===== config.mk =====
export PLATFORM = sky130hd
export DESIGN_NAME = frame_sequencer_flat
export DESIGN_NICKNAME = d
export VERILOG_FILES = /design/src/rtl/frame_sequencer_if.sv /design/src/rtl/frame_sequencer.sv /design/src/flat_wrapper.sv
export SDC_FILE = /design/constraint.sdc
export NUM_CORES = 1
export LEC_CHECK = 0
export ABC_AREA = 1
export CORE_MARGIN = 2
export CORE_UTILIZATION = 40
export CTS_CLUSTER_SIZE = 20
export DETAILED_ROUTE_END_ITERATION = 10
export DONT_BUFFER_PORTS = 1
export PLACE_DENSITY_LB_ADDON = 0.15
export SLEW_MARGIN = 20
export SYNTH_ARGS = -nofsm -noshare
export SYNTH_HDL_FRONTEND = slang
export SYNTH_SLANG_ARGS = --single-unit

===== constraint.sdc =====
create_clock -name clk -period 9.1 [get_ports clk]
set_input_delay 0 -clock clk [delete_from_list [all_inputs] [get_ports clk]]
set_output_delay 0 -clock clk [all_outputs]
set_load 0.01 [all_outputs]

===== src/rtl/frame_sequencer_if.sv =====
// Pixel-stream bundle feeding the frame sequencer: one pixel per valid cycle,
// with start-of-frame and end-of-line markers qualified by pix_valid.
`ifndef LOC_SIZE
`define LOC_SIZE 12
`endif

interface frame_sequencer_if;
  logic pix_valid;
  logic pix_sof;
  logic pix_eol;

  modport master (output pix_valid, output pix_sof, output pix_eol);
  modport slave  (input  pix_valid, input  pix_sof, input  pix_eol);
endinterface


===== src/rtl/frame_sequencer.sv =====
// Frame sequencer: gates a pixel stream into downstream x/y/frame location
// counter advances, generating hsync/vsync strobes and flagging geometry errors.
`ifndef LOC_SIZE
`define LOC_SIZE 12
`endif

// state    | meaning
// IDLE     | not armed; cfg latched when arm is seen
// WAIT_SOF | armed, dropping pixels until the first start-of-frame
// ACTIVE   | forwarding pixels, tracking col/row/frame position
// FINISH   | single cycle, pulses done, returns to IDLE
module frame_sequencer #(
  parameter int FRAMES_W = 8
) (
  input  logic                    clk,
  input  logic                    reset_n,
  frame_sequencer_if.slave        pix,
  input  logic [`LOC_SIZE-1:0]    cfg_width,
  input  logic [`LOC_SIZE-1:0]    cfg_height,
  input  logic [FRAMES_W-1:0]     cfg_frames,
  input  logic                    arm,
  input  logic                    abort,
  output logic                    en,
  output logic                    hsync,
  output logic                    vsync,
  output logic                    busy,
  output logic                    done,
  output logic                    err_geom
);

  localparam int LW = `LOC_SIZE;
  localparam logic [LW-1:0]       ONE_L = 1;
  localparam logic [FRAMES_W-1:0] ONE_F = 1;

  typedef enum logic [1:0] {IDLE, WAIT_SOF, ACTIVE, FINISH} state_t;

  state_t              state, state_nx;
  logic [LW-1:0]       width_q, height_q;
  logic [FRAMES_W-1:0] frames_q;
  logic [LW-1:0]       col, row, col_nx, row_nx, col_eff, row_eff;
  logic [FRAMES_W-1:0] fcnt, fcnt_nx;
  logic                err_nx, at_origin, last_col, line_end, frame_end;
  logic                arm_take;

  assign arm_take  = (state == IDLE) && arm;
  assign at_origin = (col == '0) && (row == '0);
  assign busy      = (state != IDLE);

  always_ff @(posedge clk or negedge reset_n) begin
    if (!reset_n) state <= IDLE;
    else          state <= state_nx;
  end

  always_comb begin
    state_nx  = state;
    en        = 1'b0;
    hsync     = 1'b0;
    vsync     = 1'b0;
    done      = 1'b0;
    col_nx    = col;
    row_nx    = row;
    fcnt_nx   = fcnt;
    err_nx    = err_geom;
    col_eff   = col;
    row_eff   = row;
    last_col  = 1'b0;
    line_end  = 1'b0;
    frame_end = 1'b0;

    case (state)
      IDLE: begin
        if (arm) state_nx = WAIT_SOF;
      end
      WAIT_SOF: begin
        if (abort) state_nx = FINISH;
        else if (pix.pix_valid && pix.pix_sof) begin
          en       = 1'b1;
          state_nx = ACTIVE;
        end
      end
      ACTIVE: begin
        if (abort) state_nx = FINISH;
        else if (pix.pix_valid) en = 1'b1;
      end
      FINISH: begin
        done     = 1'b1;
        state_nx = IDLE;
      end
      default: state_nx = IDLE;
    endcase

    if (en) begin
      // A frame starts either on an explicit sof or on the pixel right after a frame end.
      vsync = pix.pix_sof || at_origin;
      if (vsync) begin
        col_eff = '0;
        row_eff = '0;
      end
      hsync     = !vsync && (col_eff == '0);
      last_col  = (col_eff == width_q - ONE_L);
      line_end  = pix.pix_eol || last_col;
      frame_end = line_end && (row_eff == height_q - ONE_L);
      if (pix.pix_eol != last_col) err_nx = 1'b1;
      if (pix.pix_sof && (state == ACTIVE) && !at_origin) err_nx = 1'b1;
      col_nx = line_end ? '0 : col_eff + ONE_L;
      row_nx = frame_end ? '0 : (line_end ? row_eff + ONE_L : row_eff);
      if (frame_end) begin
        fcnt_nx = fcnt + ONE_F;
        if ((frames_q != '0) && (fcnt_nx == frames_q)) state_nx = FINISH;
      end
    end
  end

  always_ff @(posedge clk or negedge reset_n) begin
    if (!reset_n) begin
      width_q  <= '0;
      height_q <= '0;
      frames_q <= '0;
      col      <= '0;
      row      <= '0;
      fcnt     <= '0;
      err_geom <= 1'b0;
    end else if (arm_take) begin
      width_q  <= cfg_width;
      height_q <= cfg_height;
      frames_q <= cfg_frames;
      col      <= '0;
      row      <= '0;
      fcnt     <= '0;
      err_geom <= 1'b0;
    end else begin
      col      <= col_nx;
      row      <= row_nx;
      fcnt     <= fcnt_nx;
      err_geom <= err_nx;
    end
  end

endmodule


===== src/flat_wrapper.sv =====
// flat-port wrapper written by rule: the top's interface ports become plain ports
module frame_sequencer_flat 
#(
  parameter int FRAMES_W = 8
)
  (clk, reset_n, cfg_width, cfg_height, cfg_frames, arm, abort, en, hsync, vsync, busy, done, err_geom, pix_pix_valid, pix_pix_sof, pix_pix_eol);
  frame_sequencer_if pix_i ();
  input  logic clk;
  input  logic reset_n;
  input  logic [`LOC_SIZE-1:0] cfg_width;
  input  logic [`LOC_SIZE-1:0] cfg_height;
  input  logic [FRAMES_W-1:0] cfg_frames;
  input  logic arm;
  input  logic abort;
  output logic en;
  output logic hsync;
  output logic vsync;
  output logic busy;
  output logic done;
  output logic err_geom;
  input wire logic [$bits(pix_i.pix_valid)-1:0] pix_pix_valid;
  input wire logic [$bits(pix_i.pix_sof)-1:0] pix_pix_sof;
  input wire logic [$bits(pix_i.pix_eol)-1:0] pix_pix_eol;
  assign pix_i.pix_valid = pix_pix_valid;
  assign pix_i.pix_sof = pix_pix_sof;
  assign pix_i.pix_eol = pix_pix_eol;
  frame_sequencer #(.FRAMES_W(FRAMES_W)) u_core (.clk(clk), .reset_n(reset_n), .pix(pix_i), .cfg_width(cfg_width), .cfg_height(cfg_height), .cfg_frames(cfg_frames), .arm(arm), .abort(abort), .en(en), .hsync(hsync), .vsync(vsync), .busy(busy), .done(done), .err_geom(err_geom));
endmodule

Word-level counts from Yosys, hierarchy flattened
Cells that the tools add are included.
{ "op_classes": {"eq_ne": 7, "reduce_logical": 23, "n_mux": 34, "addsub": 5} }
{ "ops": {"columns": ["op", "count"], "rows": [
  ["$mux 12", 11],
  ["$logic_not 12->1", 3],
  ["$add 12x1->12 const B", 2],
  ["$eq 12x12->1", 2],
  ["$mux 8", 3],
  ["$sub 12x1->12 const B", 2],
  ["$mux 2", 7],
  ["$mux 1", 11],
  ["$add 8x1->8 const B", 1],
  ["$eq 8x8->1", 1],
  ["$logic_and 1x1->1", 8],
  ["$pmux 2 s4", 1],
  ["$reduce_bool 8->1", 1],
  ["$reduce_bool 2->1", 3],
  ["$eq 2x2->1 const B", 2],
  ["$reduce_and 2->1", 2],
  ["$reduce_bool 3->1", 1],
  ["$eq 2x1->1 const B", 1],
  ["$logic_not 1->1", 2],
  ["$logic_not 2->1", 1],
  ["$logic_or 1x1->1", 2],
  ["$pmux 1 s2", 1],
  ["$ne 1x1->1", 1]
]} }
{ "word_totals": {"elab_cells": 77, "output_inout_bits": 6, "in_bits": 39, "register_bits": 67} }

Depth between registers and ports, before layout
Gate-level depths: netlist (run 1).
{ "logic_depth": {"depth_word": 11, "depth_mapped": 27, "depth_no_buf": 25} }

Worst setup path after synthesis (run 1)
No wires, ideal clock.
{ "synth_timing": {"path_type": "reg-to-reg", "from": "register u_core.width_q[0]", "to": "register u_core.row[11]", "setup_ns": 0.119, "slack_ns": 5.990, "stages_incl_launch_ff": 22, "required_ns": 8.981, "synth_period_minus_slack_ns": 3.110, "path_buffers": 0, "t_arrival_ns": 2.991, "path_cell_list": "dfrtp_1 > inv_1 > ha_1 > inv_1 > nor3_1 > nand2_1 > nor3_1 > nand2_1 > xor2_1 > xor2_1 > nand3_1 > nor2_1 > nand3_1 > ha_1 > inv_1 > nand4_1 > nor2_1 > nand3_1 > nor3_1 > nor2_1 > nand4_1 > nand2_1"} }
{ "synth_between": {"elab_chain_cells": 7, "elab_cells_between_ends": 8, "classes_between": "1 x add/sub; 1 x eq/ne; 4 x mux; 2 x reduce/logical"} }
{ "synth_rtl": {"columns": ["element", "line_no", "source"], "rows": [
  ["from (decl)", "frame_sequencer.sv:38", "logic [LW-1:0] width_q, height_q;"],
  ["from (signal assigned)", "frame_sequencer.sv:124", "width_q <= cfg_width;"],
  ["$sub 12x1->12 *", "frame_sequencer.sv:100", "last_col = (col_eff == width_q - ONE_L);"],
  ["$eq 12x12->1 *", "frame_sequencer.sv:100", null],
  ["$logic_or 1x1->1 *", "frame_sequencer.sv:101", "line_end = pix.pix_eol || last_col;"],
  ["$mux 12 or $logic_and 1x1->1 (tied branches)", "frame_sequencer.sv:106, frame_sequencer.sv:102", null],
  ["$mux 12 *", "frame_sequencer.sv:106", "row_nx = frame_end ? '0 : (line_end ? row_eff + ONE_L : row_eff);"],
  ["$mux 12 *", "frame_sequencer.sv:92", "if (en) begin"],
  ["$mux 12 *", "frame_sequencer.sv:123", "end else if (arm_take) begin"],
  ["to (signal assigned)", "frame_sequencer.sv:133", "row <= row_nx;"],
  ["to (decl)", "frame_sequencer.sv:40", "logic [LW-1:0] col, row, col_nx, row_nx, col_eff, row_eff;"]
]} }
Every way passes the cells marked *; elsewhere a longest branch is shown, timed or not. The select of a mux whose other input is x is not followed.
A chain may end at the register's enable or synchronous reset.

Worst setup path after layout (run 1)
{ "layout_timing": {"from": "register u_core.row[5]", "to": "register u_core.row[11]"} }
{ "layout_between": {"elab_chain_cells": 11, "elab_cells_between_ends": 16, "classes_between": "1 x add/sub; 2 x eq/ne; 8 x mux; 5 x reduce/logical"} }
{ "layout_rtl": {"columns": ["element", "line_no"], "rows": [
  ["branches (longest 8 deep; another with $add 12x1->12)", null],
  ["$mux 12 *", "frame_sequencer.sv:106"],
  ["$mux 12 *", "frame_sequencer.sv:92"],
  ["$mux 12 *", "frame_sequencer.sv:123"]
]} }
Every way passes the cells marked *. The select of a mux whose other input is x is not followed.

==> impl_metrics.env, run 1 <==
export IMPL_grt_first_pass_wirelength_um=19900
export IMPL_rows=39
export IMPL_synth_seq_cells=67
export IMPL_final_cell_area_mm2=0.00536
export IMPL_yosys_warnings=0
export IMPL_rsz0062_at_grt="no"
export IMPL_die_y_um=111
export IMPL_drtIter0Drc=276
export IMPL_vias=4250
export IMPL_grt_use_met3_pct=3.94
export IMPL_worst_pin_slew_ps=1090
export IMPL_hold_viol_final=0
export IMPL_wire_per_inst_um=14.0
export IMPL_routabilityCongestion=0.925
export IMPL_irDropWorstVdd_mv=0.159
export IMPL_synthesis_nets=715
export IMPL_synth_commonest_cells="206 x nand2_1, 80 x nor2_1, 79 x inv_1"
export IMPL_hp_start="pix_pix_sof"
export IMPL_use_met2_pct=31.1
export IMPL_cts_buffer_depth=2
export IMPL_power_leakage_nw=2.64
export IMPL_antenna_found_initial=0
export IMPL_max_slew_margin_pct=27.0
export IMPL_timing_setup_tns_ps=0
export IMPL_status="finished, final reports clean"
export IMPL_nNetsFinal=745
export IMPL_critPathCaptureType="register"
export IMPL_cp_start_kind="register"
export IMPL_synthFlopType="dfrtp_1"
export IMPL_dr_pass1_iters=5
export IMPL_finalClockSkew_ps=9.08
export IMPL_synthesis_area_mm2=0.00458
export IMPL_fin_crit_sh_pct=42.6
export IMPL_drc_errors=0
export IMPL_synth_largest_area_cell="dfrtp_1"
export IMPL_grt_pass1_vias=4068
export IMPL_cp_max_fo=24
export IMPL_synth_edf_count=0
export IMPL_layout_drive_gt1_share_pct=6.02
export IMPL_drv_cap=0
export IMPL_worst_hold_path_endpoint="u_core.err_geom"
export IMPL_grt_util_all_layers_pct=20.1
export IMPL_critPathRequiredTime_ps=9330
export IMPL_whs_ps=9.68
export IMPL_holdPathStages=3
export IMPL_wl_um=11700
export IMPL_top_usage_layer="met2"
export IMPL_setup_violations=0
export IMPL_ctsHtreeMaxLevel=3
export IMPL_r2r_slack_ps=5220
export IMPL_die_area_mm2=0.0123
export IMPL_cp_arrival_ps=4110
export IMPL_start_util_pct=40.6
export IMPL_io_buffer_count=0
export IMPL_area_growth_pct=17.1
export IMPL_coreArea_mm2=0.0113
export IMPL_cts_root_buffer="clkbuf_16"
export IMPL_cts_buffers=9
export IMPL_timing_rr_end="u_core.row[11]"
export IMPL_viasPerCell=5.05
export IMPL_die_w_um=111
export IMPL_postSynthCellCount=663
export IMPL_hp_class="input port to register"
export IMPL_synth_cell_types=34
export IMPL_grt_use_met1_pct=27.8
export IMPL_cts_tree="built"
export IMPL_design_portCount=45
export IMPL_yosysSeqAreaShare_pct=36.6
export IMPL_dpl_hpwl_um=8270
export IMPL_min_period_ps=3880
export IMPL_placed_area_mm2=0.00468
export IMPL_final_antenna_net_count=0
export IMPL_num_fill_cells=1129
export IMPL_clkSlewWorstSetupHoldPaths_ps=60
export IMPL_p_per_area_mw_per_mm2=265
export IMPL_netlist_top_cells_area="dfrtp_1 37%, nand2_1 17%, nor2_1 6.6%"
export IMPL_grt_max_degree=68
export IMPL_insertion_delay_ps=350
export IMPL_synth_top_area_share_pct=36.6
export IMPL_yosysMostFrequentCell="nand2_1"
export IMPL_r2r_start="u_core.row[5]"
export IMPL_async_reset_ff_share_pct=100
export IMPL_slew_viol_final=0
export IMPL_r2r_cells=21
export IMPL_worst_setup_path_type="register to register"
export IMPL_antenna_cells=0
export IMPL_clock_fmax_ghz=0.258
export IMPL_grt_ovfl_total=0
export IMPL_syn_area_per_cell_um2=6.91
export IMPL_clock_sinks=67
==> worst max-delay path, cell delays in order, from the launching register on <==
cell and delay, ps:
dfrtp_1 450, nor2_1 160, nand2_1 60, nor2_1 110, nand3_2 450, nand2_4 370, nor2_1 100, inv_1 150
o21ai_0 90, nor2_1 90, nand3_1 80, nor2_1 90, nand3_1 100, ha_1 240, inv_1 80, nand4_1 110
nor2_1 380, nand3_1 210, nor3_1 190, nor2_1 80, nand4_1 80, nand2_1 70
==> worst max path at each step <==
stage	from	end	slack, ps	cells past startpoint
2_1_floorplan	u_core.width_q[0]	u_core.row[11]	5990	21
3_3_place_gp	u_core.row[5]	u_core.col[7]	5080	17
3_5_place_dp	u_core.row[5]	u_core.col[7]	5090	17
4_1_cts	u_core.row[5]	u_core.col[7]	5080	17
5_1_grt	u_core.row[1]	u_core.row[11]	4750	21
6_report	u_core.row[5]	u_core.row[11]	5220	21
==> cells in the final DEF (no fill, tap or decap), drive strengths merged, types with 13 or more instances in the layout <==
cell type / count
dfrtp: 67
dlygate4sd3: 34
ha: 13
inv: 80
nand2: 210
nand3: 49
nand4: 30
nor2: 90
o21ai: 31
xor2: 27
==> per-stage QoR <==
stage / utilization, % / total power, W / setup slack [ps] / instances
6_report: 47.6 / 0.00142 / 5220 / 841
5_1_grt: 47.6 / 0.00155 / 4750 / 841
4_1_cts: 47.5 / 0.00143 / 5080 / 841
3_5_place_dp: 41.5 / 0.00103 / 5090 / 790
3_3_place_gp: 41.5 / 0.00103 / 5080 / 790
2_1_floorplan: - / 0.000921 / 5990 / 663
==> layer usage <==
layer  up-vias  share of wire [%]
met3        22                3.6
met5         -                  0
met4         0                2.4
met2        81                 45
met1      1973                 49
li1       2174                  -
==> kinds of logic after synthesis <==
kind of cell,count (synthesis),synth area share [%]
AO/OA/AOI/OAI,54,6.61
AND/OR/NAND/NOR,394,37.6
flip-flops,67,36.6
adder cells (fa/ha/maj),13,3.55
XOR/XNOR,36,6.89
buffers and inverters,99,8.75
==> state kept, by name, summed over array words and instances (netlist names) <==
name,cells
u_core.state,2
u_core.height_q,12
u_core.fcnt,8
u_core.row,12
u_core.width_q,12
u_core.frames_q,8
u_core.col,12
u_core.err_geom,1
==> final cells by class <==
class,instances,area [um^2],area share (%)
Tap cell,143,179,3.34
Inverter,81,304,5.67
Timing Repair Buffer,37,383,7.14
Clock buffer,11,253,4.71
Clock inverter,5,61.3,1.14
Multi-Input combinational cell,497,2510,46.7
Sequential cell,67,1680,31.3
==> timing repair <==
| item | 4_1_cts | 5_1_grt |
|---|---|---|
| resized for setup | 0 | 0 |
| buffers inserted | 0 | 0 |
| hold buffers | 35 | 0 |
| hold endpoints to repair | 101 | 0 |
==> where the power goes <==
group          internal, W  switching (W)  leakage (nW)  total, W
Clock             0.000227       0.000144         0.144  0.000372
Combinational     0.000205       0.000380          1.62  0.000584
Sequential        0.000382      0.0000808         0.878  0.000463
Power figures use the tool's default switching activity.
==> run 2, diff against run 1 <==
- clock period: 9.1 -> 4 ns (I/O delays scaled with it)
==> impl_metrics.env, run 2 (same netlist as run 1, synthesis figures left out) <==
export IMPL_crit_chain="inv_1 > ha_1 > inv_1 > nor3_1 > nand2_1 > nor3_1 > nand2_1 > xor2_1 > xor2_1 > nand3_1 > nor2_1 > nand3_1 > ha_1 > inv_1 > nand2_1 > nor2_1 > nand2_1 > nor2_1 > nand4_1 > nand2_1 > inv_1 > nand4_1 > nand2_1"
export IMPL_io_buffer_count=0
export IMPL_design_portCount=45
export IMPL_cts_resized=0
export IMPL_finalClockSkew_ps=7.59
export IMPL_hp_class="input port to register"
export IMPL_clkSlewWorstSetupHoldPaths_ps=60
export IMPL_drtIter0Drc=298
export IMPL_top_usage_layer="met2"
export IMPL_coreArea_mm2=0.0113
export IMPL_ctsHtreeMaxLevel=3
export IMPL_drc_errors=0
export IMPL_hold_viol_final=0
export IMPL_cts_buffers=9
export IMPL_status="finished, final reports clean"
export IMPL_critPathRequiredTime_ps=4220
export IMPL_p_per_area_mw_per_mm2=597
export IMPL_r2r_start="u_core.width_q[0]"
export IMPL_num_fill_cells=1107
export IMPL_wire_per_inst_um=14.0
export IMPL_routabilityCongestion=0.879
export IMPL_die_area_mm2=0.0123
export IMPL_final_cell_area_mm2=0.00538
export IMPL_clock_sinks=67
export IMPL_antenna_found_initial=0
export IMPL_final_antenna_net_count=0
export IMPL_antenna_cells=0
export IMPL_timing_setup_tns_ps=0
export IMPL_cts_tree="built"
export IMPL_worst_setup_path_type="register to register"
export IMPL_grt_ovfl_total=0
export IMPL_final_cell_mix="206 x nand2_1, 80 x nor2_1, 79 x inv_1"
export IMPL_r2r_slack_ps=500
export IMPL_cp_max_fo=5
export IMPL_critPathCaptureType="register"
export IMPL_grt_max_degree=68
export IMPL_rsz0062_at_grt="no"
export IMPL_worst_pin_slew_ps=829
export IMPL_grt_pass1_vias=4035
export IMPL_cpMostUsedCell="nand2_1"
export IMPL_fin_crit_sh_pct=87.4
export IMPL_die_w_um=111
export IMPL_placed_area_mm2=0.00471
export IMPL_vias=4303
export IMPL_start_util_pct=40.6
export IMPL_setup_violations=0
export IMPL_dpl_cell_count=794
export IMPL_area_growth_pct=17.5
export IMPL_cts_buffer_depth=2
export IMPL_postCtsSetupBuffers=0
export IMPL_multi_input_area_mm2=0.00250
export IMPL_cp_arrival_ps=3720
export IMPL_crit_end="u_core.row[10]"
export IMPL_cts_root_buffer="clkbuf_16"
export IMPL_clock_fmax_ghz=0.286
export IMPL_max_slew_margin_pct=44.4
export IMPL_drv_cap=0
export IMPL_irDropWorstVdd_mv=0.274
export IMPL_dpl_hpwl_um=8390
export IMPL_grt_use_met3_pct=3.01
export IMPL_layout_drive_gt1_share_pct=6.41
export IMPL_rows=39
export IMPL_regArea_mm2=0.00168
export IMPL_dr_pass1_iters=4
export IMPL_hold_buffers=35
export IMPL_r2r_cells=23
export IMPL_grt_use_met1_pct=28.1
export IMPL_grt_first_pass_wirelength_um=19800
export IMPL_min_period_ps=3500
export IMPL_fin_ws_ps=502
export IMPL_die_y_um=111
export IMPL_nNetsFinal=749
export IMPL_insertion_delay_ps=340
export IMPL_wl_um=11800
export IMPL_slowest_stage="dfrtp_1"
export IMPL_max_stage_delay_ps=370
export IMPL_critPathLaunch="u_core.width_q[0]"
export IMPL_grt_util_all_layers_pct=20.0
export IMPL_use_met2_pct=32.2
export IMPL_cp_start_kind="register"
export IMPL_slew_viol_final=0
export IMPL_dp_slack_ps=493
export IMPL_finalNonFillerCells=845
export IMPL_timing_rr_end="u_core.row[10]"
export IMPL_viasPerCell=5.09
export IMPL_layout_commonest_cell="nand2_1"
export IMPL_power_leakage_nw=2.67
## run 2: worst min-delay path by stage
stage,startpoint,endpoint,depth (start not counted)
2_1_floorplan,reset_n,u_core.col[0],0
3_3_place_gp,reset_n,u_core.row[10],0
3_5_place_dp,reset_n,u_core.row[8],0
4_1_cts,pix_pix_sof,u_core.err_geom,3
5_1_grt,pix_pix_sof,u_core.err_geom,3
6_report,pix_pix_sof,u_core.err_geom,3
## run 2: metrics by stage
| stage | power (W) | utilization, % | hold WS, ps |
|---|---|---|---|
| final | 0.00321 | 47.7 | 17.3 |
| after global routing | 0.00349 | 47.7 | 72.3 |
| after CTS | 0.00324 | 47.7 | 9.41 |
| after detailed placement | 0.00237 | 41.7 | -291 |
| after global placement | 0.00235 | 41.7 | -291 |
| after floorplan | 0.00210 | - | -296 |
## run 2: metal layers
layer	wire length, um	vias to the layer above
met5	0	-
met1	5740	2030
met2	5610	78
li1	-	2189
met3	363	6
met4	94	0
## run 2: area by class of cell
class / instances / share of cell area [%]
repair buffers: 41 / 7.68
flip-flops and latches: 67 / 31.2
multi-input cells: 497 / 46.5
well taps: 143 / 3.33
clock inverters: 6 / 1.21
clock buffers: 10 / 4.44
inverters: 81 / 5.65
## run 2: critical path: cells and delay by family (launching register included)
family                     cells  cell delay, ps
xor gates and xnor gates       2             330
adders and majority gates      2             450
buffers and inverters          4             290
DFF                            1             370
and+or+nand+nor               15            1930
## run 2: power by group
group / leakage (nW) / internal, W / switching (W)
combinational: 1.64 / 0.000476 / 0.000869
clock: 0.148 / 0.000499 / 0.000311
sequential: 0.878 / 0.000870 / 0.000184
==> run 3, diff against run 2 <==
- HOLD_SLACK_MARGIN: unset -> 0.02
==> impl_metrics.env, run 3 (same netlist as run 1, synthesis figures left out) <==
export IMPL_antenna_cells=0
export IMPL_finalClockSkew_ps=5.15
export IMPL_hp_class="input port to register"
export IMPL_cts_tree="built"
export IMPL_pwr_share_seq_pct=32.8
export IMPL_final_cell_mix="206 x nand2_1, 80 x nor2_1, 79 x inv_1"
export IMPL_area_growth_pct=17.7
export IMPL_hold_viol_final=0
export IMPL_die_w_um=111
export IMPL_viasPerCell=5.13
export IMPL_start_util_pct=40.6
export IMPL_irDropWorstVdd_mv=0.278
export IMPL_wire_per_inst_um=14.0
export IMPL_drv_cap=0
export IMPL_vias=4338
export IMPL_worst_pin_slew_ps=818
export IMPL_cts_root_buffer="clkbuf_16"
export IMPL_setup_violations=0
export IMPL_cp_max_fo=5
export IMPL_postCtsSetupBuffers=0
export IMPL_clock_fmax_ghz=0.286
export IMPL_coreArea_mm2=0.0113
export IMPL_grt_use_met1_pct=28.1
export IMPL_grt_max_degree=68
export IMPL_holdPathStages=4
export IMPL_crit_cells=21
export IMPL_grt_pass1_vias=4053
export IMPL_regArea_mm2=0.00168
export IMPL_grt_use_met3_pct=3.01
export IMPL_die_area_mm2=0.0123
export IMPL_slowest_stage="dfrtp_1"
export IMPL_cts_resized=0
export IMPL_status="finished, final reports clean"
export IMPL_clkSlewWorstSetupHoldPaths_ps=60
export IMPL_ctsHtreeMaxLevel=3
export IMPL_slew_viol_final=0
export IMPL_clock_power_share_pct=25.3
export IMPL_die_y_um=111
export IMPL_final_antenna_net_count=0
export IMPL_cp_top_family="simple AND/OR/NAND/NOR gates"
export IMPL_fin_util_pct=47.8
export IMPL_antenna_found_initial=0
export IMPL_timing_setup_tns_ps=0
export IMPL_cts_buffer_depth=2
export IMPL_layout_drive_gt1_share_pct=6.40
export IMPL_cts_buffers=9
export IMPL_io_buffer_count=0
export IMPL_num_fill_cells=1107
export IMPL_power_leakage_nw=2.67
export IMPL_cp_start_kind="register"
export IMPL_design_portCount=45
export IMPL_worst_setup_path_type="register to register"
export IMPL_fin_crit_sh_pct=87.4
export IMPL_crit_chain="inv_1 > ha_1 > inv_1 > nor3_1 > nand2_1 > nor3_1 > nand2_1 > xor2_1 > xor2_1 > nand3_1 > nor2_1 > nand3_1 > ha_1 > inv_1 > nand4_1 > nor2_1 > nand3_1 > nor3_1 > nor2_1 > nand4_1 > nand2_1"
export IMPL_grt_util_all_layers_pct=20.1
export IMPL_p_per_area_mw_per_mm2=597
export IMPL_critPathCaptureType="register"
export IMPL_top_usage_layer="met2"
export IMPL_wl_um=11900
export IMPL_p_switching_w=0.00137
export IMPL_nNetsFinal=750
export IMPL_hold_buffers=36
export IMPL_rsz0062_at_grt="no"
export IMPL_dr_pass1_iters=6
export IMPL_rows=39
export IMPL_drtIter0Drc=263
export IMPL_insertion_delay_ps=340
export IMPL_combPwrFrac_pct=41.9
export IMPL_max_slew_margin_pct=45.2
export IMPL_grt_ovfl_total=0
export IMPL_dpl_hpwl_um=8390
export IMPL_use_met2_pct=32.4
export IMPL_grt_first_pass_wirelength_um=19900
export IMPL_cp_arrival_ps=3730
export IMPL_p_sw_share_pct=42.6
export IMPL_critPathRequiredTime_ps=4230
export IMPL_min_period_ps=3500
export IMPL_drc_errors=0
export IMPL_layout_commonest_cell="nand2_1"
export IMPL_r2r_cells=21
export IMPL_max_stage_delay_ps=370
export IMPL_clock_sinks=67
export IMPL_routabilityCongestion=0.879
export IMPL_multi_input_area_mm2=0.00250
export IMPL_cp_num_buf_inv=3
export IMPL_p_int_w=0.00185
[run 3: changes by cell type in the layout (fill, tap and decap cells not counted)]
cell,previous run,this run
dlygate4sd3_1,34,35
[run 3: path summary, 6_finish.rpt]
path | from | to | slack (ps)
min in group asynchronous | reset_n | u_core.height_q[10] | 220
setup reg to reg | u_core.width_q[0] | u_core.row[11] | 500
setup / recovery | u_core.width_q[0] | u_core.row[11] | 500
hold reg to reg | u_core.width_q[11] | u_core.width_q[11] | 500
hold / removal | abort | u_core.state[0] | 100
max in group asynchronous | reset_n | u_core.frames_q[1] | 3510
[run 3: routing by layer]
| metal | wire length [um] | vias up |
|---|---|---|
| met2 | 5630 | 81 |
| met5 | 0 | - |
| met3 | 403 | 11 |
| met4 | 152 | 0 |
| li1 | - | 2192 |
| met1 | 5680 | 2054 |
[run 3: final cells by class]
class	instances	share of cell area [%]
Multi-Input combinational cell	497	46.4
Sequential cell	67	31.1
Timing Repair Buffer	42	7.85
Inverter	81	5.64
Clock buffer	10	4.44
Tap cell	143	3.32
Clock inverter	6	1.21
[run 3: worst reg2reg max path, stage by stage, from the launching register on]
cell and delay [ps]:
dfrtp_1 370, inv_1 120, ha_1 210, inv_1 50, nor3_1 230, nand2_1 130
nor3_1 260, nand2_1 100, xor2_1 170, xor2_1 160, nand3_1 80, nor2_1 90
nand3_1 100, ha_1 240, inv_1 80, nand4_1 110, nor2_1 280, nand3_1 190
nor3_1 200, nor2_1 80, nand4_1 80, nand2_1 50
[run 3: power groups by stage]
stage          registers (W)  logic [W]  clock network, W
6_report             0.00105    0.00135          0.000813
5_1_grt              0.00109    0.00155          0.000859
4_1_cts              0.00105    0.00136          0.000824
3_5_place_dp         0.00106    0.00131                 0
3_3_place_gp         0.00106    0.00128                 0
2_1_floorplan        0.00102    0.00108                 0
[run 3: per-stage QoR]
stage          cell area [um^2]  setup slack, ps  hold WS [ps]  cells  total power, W
2_1_floorplan              4580              890          -296    663         0.00210
6_report                   5390              503           103    846         0.00321
3_5_place_dp               4710              493          -291    794         0.00237
4_1_cts                    5390              477          71.2    846         0.00324
5_1_grt                    5390             39.8           125    846         0.00349
3_3_place_gp               4710              628          -291    794         0.00235
